**src/rtl/vga_pkg.sv**
```systemverilog
// rtl/vga_pkg.sv - shared widths and Bayer matrix for the VGA dither output stage
//
// Contents:
//   IN_W      renderer colour width per channel
//   OUT_W     VGA DAC colour width per channel
//   POS_W     pixel row/column counter width
//   BAYER_4X4 4x4 ordered-dither threshold matrix, indexed [row][col]
package vga_pkg;

    localparam int IN_W  = 8;
    localparam int OUT_W = 3;
    localparam int POS_W = 10;

    localparam logic [3:0] BAYER_4X4 [0:3][0:3] = '{
        '{4'd0,  4'd8,  4'd2,  4'd10},
        '{4'd12, 4'd4,  4'd14, 4'd6},
        '{4'd3,  4'd11, 4'd1,  4'd9},
        '{4'd15, 4'd7,  4'd13, 4'd5}
    };

endpackage

```
**src/rtl/dither_quantize.sv**
```systemverilog
// rtl/dither_quantize.sv - combinational 8->3 bit colour quantiser with ordered dither
//
// Ports:
//   c        in   IN_W   colour channel value
//   b        in   4      Bayer threshold for this pixel
//   en       in   1      1 = add dither before truncation, 0 = plain truncation
//   visible  in   1      0 forces the output to black
//   q        out  OUT_W  quantised channel
module dither_quantize
    import vga_pkg::*;
(
    input  logic [IN_W-1:0]  c,
    input  logic [3:0]       b,
    input  logic             en,
    input  logic             visible,
    output logic [OUT_W-1:0] q
);

    // Threshold is scaled by 2 so the 16 matrix levels span one 32-code output step.
    logic [IN_W:0] sum;

    assign sum = {1'b0, c} + {4'b0000, b, 1'b0};

    always_comb begin
        q = '0;
        if (!visible) begin
            q = '0;
        end else if (!en) begin
            q = c[IN_W-1 -: OUT_W];
        end else if (sum[IN_W]) begin
            // Bright colours would otherwise wrap to black.
            q = '1;
        end else begin
            q = sum[IN_W-1 -: OUT_W];
        end
    end

endmodule

```
**src/rtl/vga_dither_output.sv**
```systemverilog
// rtl/vga_dither_output.sv - two-stage VGA output pipeline with 4x4 ordered dither and blanking
//
// Ports:
//   i_clk, i_rst_n               pixel clock, async active-low reset
//   i_hsync, i_vsync             syncs from the sync generator
//   i_vblank                     vertical blank, rising edge starts a new frame
//   i_visible                    pixel lies in the active area
//   i_hpos, i_vpos               pixel column / row
//   i_r, i_g, i_b                renderer colour, 8 bits per channel
//   i_dither_en                  1 = dither, 0 = truncate to [7:5]
//   o_vga_hsync, o_vga_vsync     syncs delayed to match the colour path
//   o_vga_r, o_vga_g, o_vga_b    quantised colour, 3 bits per channel
module vga_dither_output
    import vga_pkg::*;
#(
    parameter int   TEMPORAL  = 1,
    parameter logic SYNC_IDLE = 1'b1,
    parameter int   LATENCY   = 2
) (
    input  logic             i_clk,
    input  logic             i_rst_n,
    input  logic             i_hsync,
    input  logic             i_vsync,
    input  logic             i_vblank,
    input  logic             i_visible,
    input  logic [POS_W-1:0] i_hpos,
    input  logic [POS_W-1:0] i_vpos,
    input  logic [IN_W-1:0]  i_r,
    input  logic [IN_W-1:0]  i_g,
    input  logic [IN_W-1:0]  i_b,
    input  logic             i_dither_en,
    output logic             o_vga_hsync,
    output logic             o_vga_vsync,
    output logic [OUT_W-1:0] o_vga_r,
    output logic [OUT_W-1:0] o_vga_g,
    output logic [OUT_W-1:0] o_vga_b
);

    // The pipeline below is hard-wired to two register stages.
    if (LATENCY != 2) begin : g_latency_check
        $error("vga_dither_output: LATENCY must be 2");
    end

    // Frame offset: rotates the matrix diagonally once per frame so the
    // dither pattern does not sit still on static images.
    logic       vblank_d;
    logic [1:0] frame_ofs;

    always_ff @(posedge i_clk or negedge i_rst_n) begin
        if (!i_rst_n) begin
            vblank_d  <= 1'b0;
            frame_ofs <= 2'd0;
        end else begin
            vblank_d <= i_vblank;
            if ((TEMPORAL != 0) && i_vblank && !vblank_d) begin
                frame_ofs <= frame_ofs + 2'd1;
            end
        end
    end

    // Stage 1: matrix lookup plus registered copies of everything that
    // must stay aligned with it.
    logic [1:0] mat_row;
    logic [1:0] mat_col;

    assign mat_row = i_vpos[1:0] + frame_ofs;
    assign mat_col = i_hpos[1:0] + frame_ofs;

    logic            s1_hsync;
    logic            s1_vsync;
    logic            s1_visible;
    logic            s1_dither_en;
    logic [IN_W-1:0] s1_r;
    logic [IN_W-1:0] s1_g;
    logic [IN_W-1:0] s1_b;
    logic [3:0]      s1_thresh;

    // Stage-1 syncs reset to the idle level too, so no active sync pulse
    // leaks out in the first clock after reset release.
    always_ff @(posedge i_clk or negedge i_rst_n) begin
        if (!i_rst_n) begin
            s1_hsync     <= SYNC_IDLE;
            s1_vsync     <= SYNC_IDLE;
            s1_visible   <= 1'b0;
            s1_dither_en <= 1'b0;
            s1_r         <= '0;
            s1_g         <= '0;
            s1_b         <= '0;
            s1_thresh    <= '0;
        end else begin
            s1_hsync     <= i_hsync;
            s1_vsync     <= i_vsync;
            s1_visible   <= i_visible;
            s1_dither_en <= i_dither_en;
            s1_r         <= i_r;
            s1_g         <= i_g;
            s1_b         <= i_b;
            s1_thresh    <= BAYER_4X4[mat_row][mat_col];
        end
    end

    // Stage 2: quantise and register straight onto the pins.
    logic [OUT_W-1:0] q_r;
    logic [OUT_W-1:0] q_g;
    logic [OUT_W-1:0] q_b;

    dither_quantize u_quant_r (
        .c       (s1_r),
        .b       (s1_thresh),
        .en      (s1_dither_en),
        .visible (s1_visible),
        .q       (q_r)
    );

    dither_quantize u_quant_g (
        .c       (s1_g),
        .b       (s1_thresh),
        .en      (s1_dither_en),
        .visible (s1_visible),
        .q       (q_g)
    );

    dither_quantize u_quant_b (
        .c       (s1_b),
        .b       (s1_thresh),
        .en      (s1_dither_en),
        .visible (s1_visible),
        .q       (q_b)
    );

    always_ff @(posedge i_clk or negedge i_rst_n) begin
        if (!i_rst_n) begin
            o_vga_hsync <= SYNC_IDLE;
            o_vga_vsync <= SYNC_IDLE;
            o_vga_r     <= '0;
            o_vga_g     <= '0;
            o_vga_b     <= '0;
        end else begin
            o_vga_hsync <= s1_hsync;
            o_vga_vsync <= s1_vsync;
            o_vga_r     <= q_r;
            o_vga_g     <= q_g;
            o_vga_b     <= q_b;
        end
    end

endmodule

```
**config.mk**
```make
export PLATFORM = sky130hd
export DESIGN_NAME = vga_dither_output
export DESIGN_NICKNAME = d
export VERILOG_FILES = /design/src/rtl/vga_pkg.sv /design/src/rtl/dither_quantize.sv /design/src/rtl/vga_dither_output.sv
export SDC_FILE = /design/constraint.sdc
export NUM_CORES = 1
export LEC_CHECK = 0
export ABC_AREA = 1
export CAP_MARGIN = 20
export CELL_PAD_IN_SITES_DETAIL_PLACEMENT = 0
export CELL_PAD_IN_SITES_GLOBAL_PLACEMENT = 1
export CORE_UTILIZATION = 41
export DETAILED_ROUTE_END_ITERATION = 6
export DONT_BUFFER_PORTS = 1
export GPL_TIMING_DRIVEN = 0
export PLACE_DENSITY_LB_ADDON = 0.12
export SLEW_MARGIN = 20
export SYNTH_ARGS = -nofsm -noshare
export SYNTH_HDL_FRONTEND = slang
export SYNTH_SLANG_ARGS = --single-unit
```
**constraint.sdc**
```tcl
create_clock -name i_clk -period 1.2 [get_ports i_clk]
set_input_delay 0 -clock i_clk [delete_from_list [all_inputs] [get_ports i_clk]]
set_output_delay 0 -clock i_clk [all_outputs]
set_load 0.01 [all_outputs]
```
* Word level (Yosys, flattened, before mapping)
Index checks and enable logic that the tools add are counted.
W data, S select, Z words.
** Word-level totals
- Register bits after elaboration :: 46
- Latch bits :: 0
- RAM bits :: 0
- ROM bits :: 0
- Input bits :: 51
- Output and inout port bits :: 11
- Word-level logic and storage cells :: 42
- Memories :: 0
** Operators by class
- Add/sub/neg operators :: 6
- $mul :: 0
- Divide/modulo/power cells :: 0
- $lt $le $gt $ge :: 2
- Equal/unequal tests :: 0
- Shifts and indexed selects :: 0
- Multiplexer cells :: 15
- Bitwise gates (word level) :: 2
- Reduce and logical (&&, ||, !) cells :: 2
** Operators with widths (number)
- $bmux W16 S2 :: 1
- $mux W16 :: 2
- $add A8 B5 Y9 :: 3
- $mux W3 :: 9
- $bmux W4 S2 :: 1
- $mux W4 :: 2
- $ge A3 B3 Y1 const B :: 2
- $not A2 Y3 :: 2
- $add A2 B2 Y2 :: 2
- $add A2 B1 Y2 const B :: 1
- $logic_and A1 B1 Y1 :: 1
- $logic_not A1 Y1 :: 1

* Logic depth before layout (Yosys ltp)
- Depth in word-level cells :: 8
- Depth in mapped cells :: 9
- Mapped depth without buffers :: 9

* By module
Synthesis repeated with hierarchy kept, for this count alone.
** Unflattened totals
- Cell total of the unflattened synthesis :: 191
- Area, all modules :: 1840.5 um^2
** By module, submodules not included
- vga_dither_output :: times used 1, cells an instance 80, area an instance 1318.8 um^2, sequential area each 1156.1 um^2
- dither_quantize :: times used 3, cells an instance 37, area an instance 173.9 um^2, sequential area each 0.0 um^2

* Worst setup path after synthesis
No wires, ideal clock.
- Path type :: register to register
- Start point :: register s1_thresh[3]
- End point :: register o_vga_b[0]
- Setup time :: 0.122 ns
- Arrival time :: 1.123 ns
- Required time :: 1.078 ns
- Setup slack :: -0.045 ns
- Stages on the path, launching flop included :: 9
- Buffers on the path :: 0
- Clock period less this slack :: 1.245 ns
- Path through :: dfrtp_1 ha_1 nand2_1 nor2_1 nand2_1 nand3_2 nand2_1 nand2_1 a21oi_1
** Between the ends
- Word-level cells in the longest chain between the ends :: 4
** Ends and longest elaborated chain
- start, declared :: line vga_dither_output.sv:76 : logic [3:0] s1_thresh;
- start signal, assigned :: line vga_dither_output.sv:98 : s1_thresh <= BAYER_4X4[mat_row][mat_col];
- $add A8 B5 Y9 :: line dither_quantize.sv:22 : assign sum = {1'b0, c} + {4'b0000, b, 1'b0};
- $mux W3 :: line dither_quantize.sv:30 : end else if (sum[IN_W]) begin
- $mux W3 :: line dither_quantize.sv:28 : end else if (!en) begin
- $mux W3 :: line dither_quantize.sv:26 : if (!visible) begin
- named net q_b[0] :: line vga_dither_output.sv:105 : logic [OUT_W-1:0] q_b;
- end signal, assigned :: line vga_dither_output.sv:143 : o_vga_b <= q_b;
- end, declared :: line vga_dither_output.sv:36 : output logic [OUT_W-1:0] o_vga_b
The timed path passes the listed nets, and every way through them passes these cells.
A chain may end at the register's enable or synchronous reset.

* Final worst setup path
- Start point :: register s1_thresh[3]
- End point :: register o_vga_g[0]
** Between the ends
- Word-level cells in the longest chain between the ends :: 4
** Ends and longest elaborated chain
- $add A8 B5 Y9 :: line dither_quantize.sv:22
- $mux W3 :: line dither_quantize.sv:30
- $mux W3 :: line dither_quantize.sv:28
- $mux W3 :: line dither_quantize.sv:26
- named net q_g[0] :: line vga_dither_output.sv:104 : logic [OUT_W-1:0] q_g;
- end signal, assigned :: line vga_dither_output.sv:142 : o_vga_g <= q_g;
- end, declared :: line vga_dither_output.sv:35 : output logic [OUT_W-1:0] o_vga_g,
The timed path passes the listed nets, and every way through them passes these cells.

==> summary.md <==
| Metric | Value |
|---|---|
| Inserted Clock Buffers | 5 |
| Cell with the most instances after synthesis | nand2_1 |
| Register area | 1084 um^2 |
| Primary FF master, synth | dfrtp_1 |
| Area Growth Syn to Fin | 35.23% |
| Layout fillers | 365 |
| Combined area of the multi-input logic cells | 659.4 um^2 |
| Die area | 4456 um^2 |
| Port Buffers | 0 |
| Worst Clk Skew | 6.952 ps |
| Critical path required time | 1410 ps |
| Synth async-reset ratio | 1.000 |
| Gr ovfl total | 0 |
| Worst setup SP type | register |
| Global-route wire length before repair | 4919 um |
| Vias in the first global route | 1210 |
| Post-route clock period utilization | 1.172 |
| Core area | 4000 um^2 |
| Status | finished, violations left |
| DR DRC count | 0 |
| Slowest stage delay, CP | 480 ps |
| Yosys top cell area share | 0.5677 |
| Worst-Margin Slew | 220.6 ps |
| Post-DP HPWL | 1995 um |
| Initial Utilization | 0.4298 |
| Mapped Area | 1719 um^2 |
| Unrepaired setup endpoints after global routing | yes |
| Cell Chain, Critical Path | ha_4, nand2_2, nor2_2, nand2_1, nand2_2, nand3_1, a21oi_2 |
| CTS tree | yes |
| Flop and latch count out of synthesis | 43 |
| Post-synth top area cell | dfrtp_1 |
| Non-filler instance count after layout | 255 |
| Final setup violation count | 9 |
| Row count | 23 |
| Max Root-Sink Buffers | 2 |
| CP Class | register to register |
| Clock sinks | 43 |
| Via count | 1194 |
| Setup WS post-layout | -206.7 ps |
| Initial DRC Count | 41 |
| Largest net degree at the start of global routing | 44 |
| Failing checks | negative setup slack |
| Post-DRT Antenna Nets | 0 |
| Maximum operating frequency | 710.9 MHz |
| Commonest cells in the synthesized netlist | nand2_1, dfrtp_1, inv_1 |
| Final Max Tran Viols | 0 |
| Drt total wl | 2948 um |
| GRT Util Overall | 0.1508 |
| Nets | 266 |
| Number of flops mapped to enable cells by yosys | 0 |
| Worst Path Buf+Inv | 0 |
| FF-to-FF path depth | 7 |
| Post-Route Setup TNS | -1300 ps |
| Worst skew pair latency | 290 ps |
| WP depth | 7 |
| H-tree depth | 2 |
| Syn_area_per_cell | 10.42 um^2 |
| Post-route cell area | 2325 um^2 |
| Peak supply drop | 0.001183 V |
| Syn Inst Count | 165 |
| Die Y-Extent | 66.76 um |
| Post-Syn Nets | 227 |
| Min-delay worst type | input pin to async pin |
| Root buffer cell | clkbuf_8 |
| Crit. End Element | register |
| Placed Cells | 215 |
| Setup WS pre-CTS | -226.4 ps |
| Post-DR vias/cell | 4.682 |
| Worst-path clk slew | 80 ps |
| Leak | 1.117 nW |
| Ant diodes | 0 |
| Io pins | 62 |
| Hold Violations, Final | 0 |
| Top cells by area, synth | dfrtp_1, nand2_1, ha_1, dfstp_2, inv_1 |
| Total power | 4.113 mW |
| Dpl cell area | 1782 um^2 |
| Sequential element share of the synthesized area | 0.6288 |
| Pwr Density | 1769 nW/um^2 |
| Worst-path cell with the longest stage delay | dfrtp_2 |
| WP data arrival | 1620 ps |
| Worst relative slew slack | 0.8529 |
| # Max-Cap Violations | 0 |
| DR WL/cell | 11.56 um |
| Min cycle time layout | 1407 ps |
| Delay-heaviest family, CP | flip-flops |
| Layout cells sized above 1 | 0.1561 |
| Yosys Warn Count | 0 |
| Final Wtd Congestion | 0.7227 |
| Crit path top cell by count | nand2_2 |
| Crit Path Max Fanout | 4 |
| Initial antenna violation count | 0 |
| Die X | 66.76 um |
| Post-synth cell types | 13 |
| Pre-Repair DR Iteration Count | 4 |
where the power goes:
group | leakage, nW | switching, mW | total [mW] | internal, mW
combinational | 0.561 | 0.580 | 1.16 | 0.580
sequential | 0.505 | 0.211 | 1.87 | 1.65
clock | 0.0514 | 0.468 | 1.09 | 0.621
total | 1.12 | 1.26 | 4.11 | 2.85
state kept, by name, indices dropped and copies added, names as in the netlist, 2 cells and up:
signal	flops
o_vga_r	3
s1_g	7
o_vga_g	3
frame_ofs	2
s1_thresh	4
s1_r	7
s1_b	7
o_vga_b	3
metrics by stage:
stage / util / hold WS, ps
final: 0.5812 / 169.4
after global routing: 0.5812 / 189.4
after CTS: 0.5715 / 171.6
after detailed placement: 0.4454 / -294.4
after global placement: 0.4454 / -294.5
after floorplan: - / -295.6
layer usage:
layer / track usage / wire length (um) / vias up / part of all wire
li1: - / - / 592 / -
met1: 0.1729 / 1266 / 570 / 0.43
met2: 0.2614 / 1527 / 28 / 0.52
met3: 0.04623 / 126 / 4 / 0.043
met4: 0.05585 / 28 / 0 / 0.0095
met5: 0 / 0 / - / 0
cell usage in the layout, fill, tap and decap left out, drive strengths merged:
cell         synthesis  final
nand3               15     15
dlygate4sd3          0     31
xnor2                2      2
inv                 19     19
xor2                 5      5
bufinv               0      1
clkbuf               0      6
nand2               45     45
ha                  11     11
and3                 1      1
clkinvlp             0      1
a21oi               11     11
nor2                12     12
buf                  1      2
dfrtp               39     39
dfstp                4      4
cell families (layout without fill, tap and decap cells):
group,after synthesis,after routing,share of synthesized area
compound gates,11,11,0.03202
xor+xnor,7,7,0.03566
fa+ha+maj,11,11,0.08006
buf+inv,20,60,0.04585
flops,43,43,0.6288
simple gates,73,73,0.1776
area by class of cell:
type | instances | share of cell area
Sequential cell | 43 | 0.4661
Multi-Input combinational cell | 102 | 0.2836
Timing Repair Buffer | 32 | 0.1421
Clock buffer | 6 | 0.03122
Inverter | 19 | 0.03068
Tap cell | 50 | 0.02691
Clock inverter | 2 | 0.01615
Buffer | 1 | 0.003229
path summary, 6_finish.rpt:
path / start / slack, ps / endpoint
max: s1_thresh[3]$_DFF_PN0_ / -210 / o_vga_g[0]$_DFF_PN0_
min: i_rst_n / 170 / s1_g[1]$_DFF_PN0_
min reg2reg: s1_hsync$_DFF_PN1_ / 360 / o_vga_hsync$_DFF_PN1_
max in group asynchronous: i_rst_n / 760 / s1_vsync$_DFF_PN1_
max reg2reg: s1_thresh[3]$_DFF_PN0_ / -210 / o_vga_g[0]$_DFF_PN0_
min in group i_clk: i_hsync / 250 / s1_hsync$_DFF_PN1_
timing repair:
action / in CTS / in global routing
setup buffers: 0 / 0
endpoints found under the hold margin: 75 / 0
hold buffers: 32 / 0
pin swaps: 12 / 10
gates resized for setup: 9 / 8
endpoints found under the setup margin: 9 / 10
(Power assumes the default switching activity.)
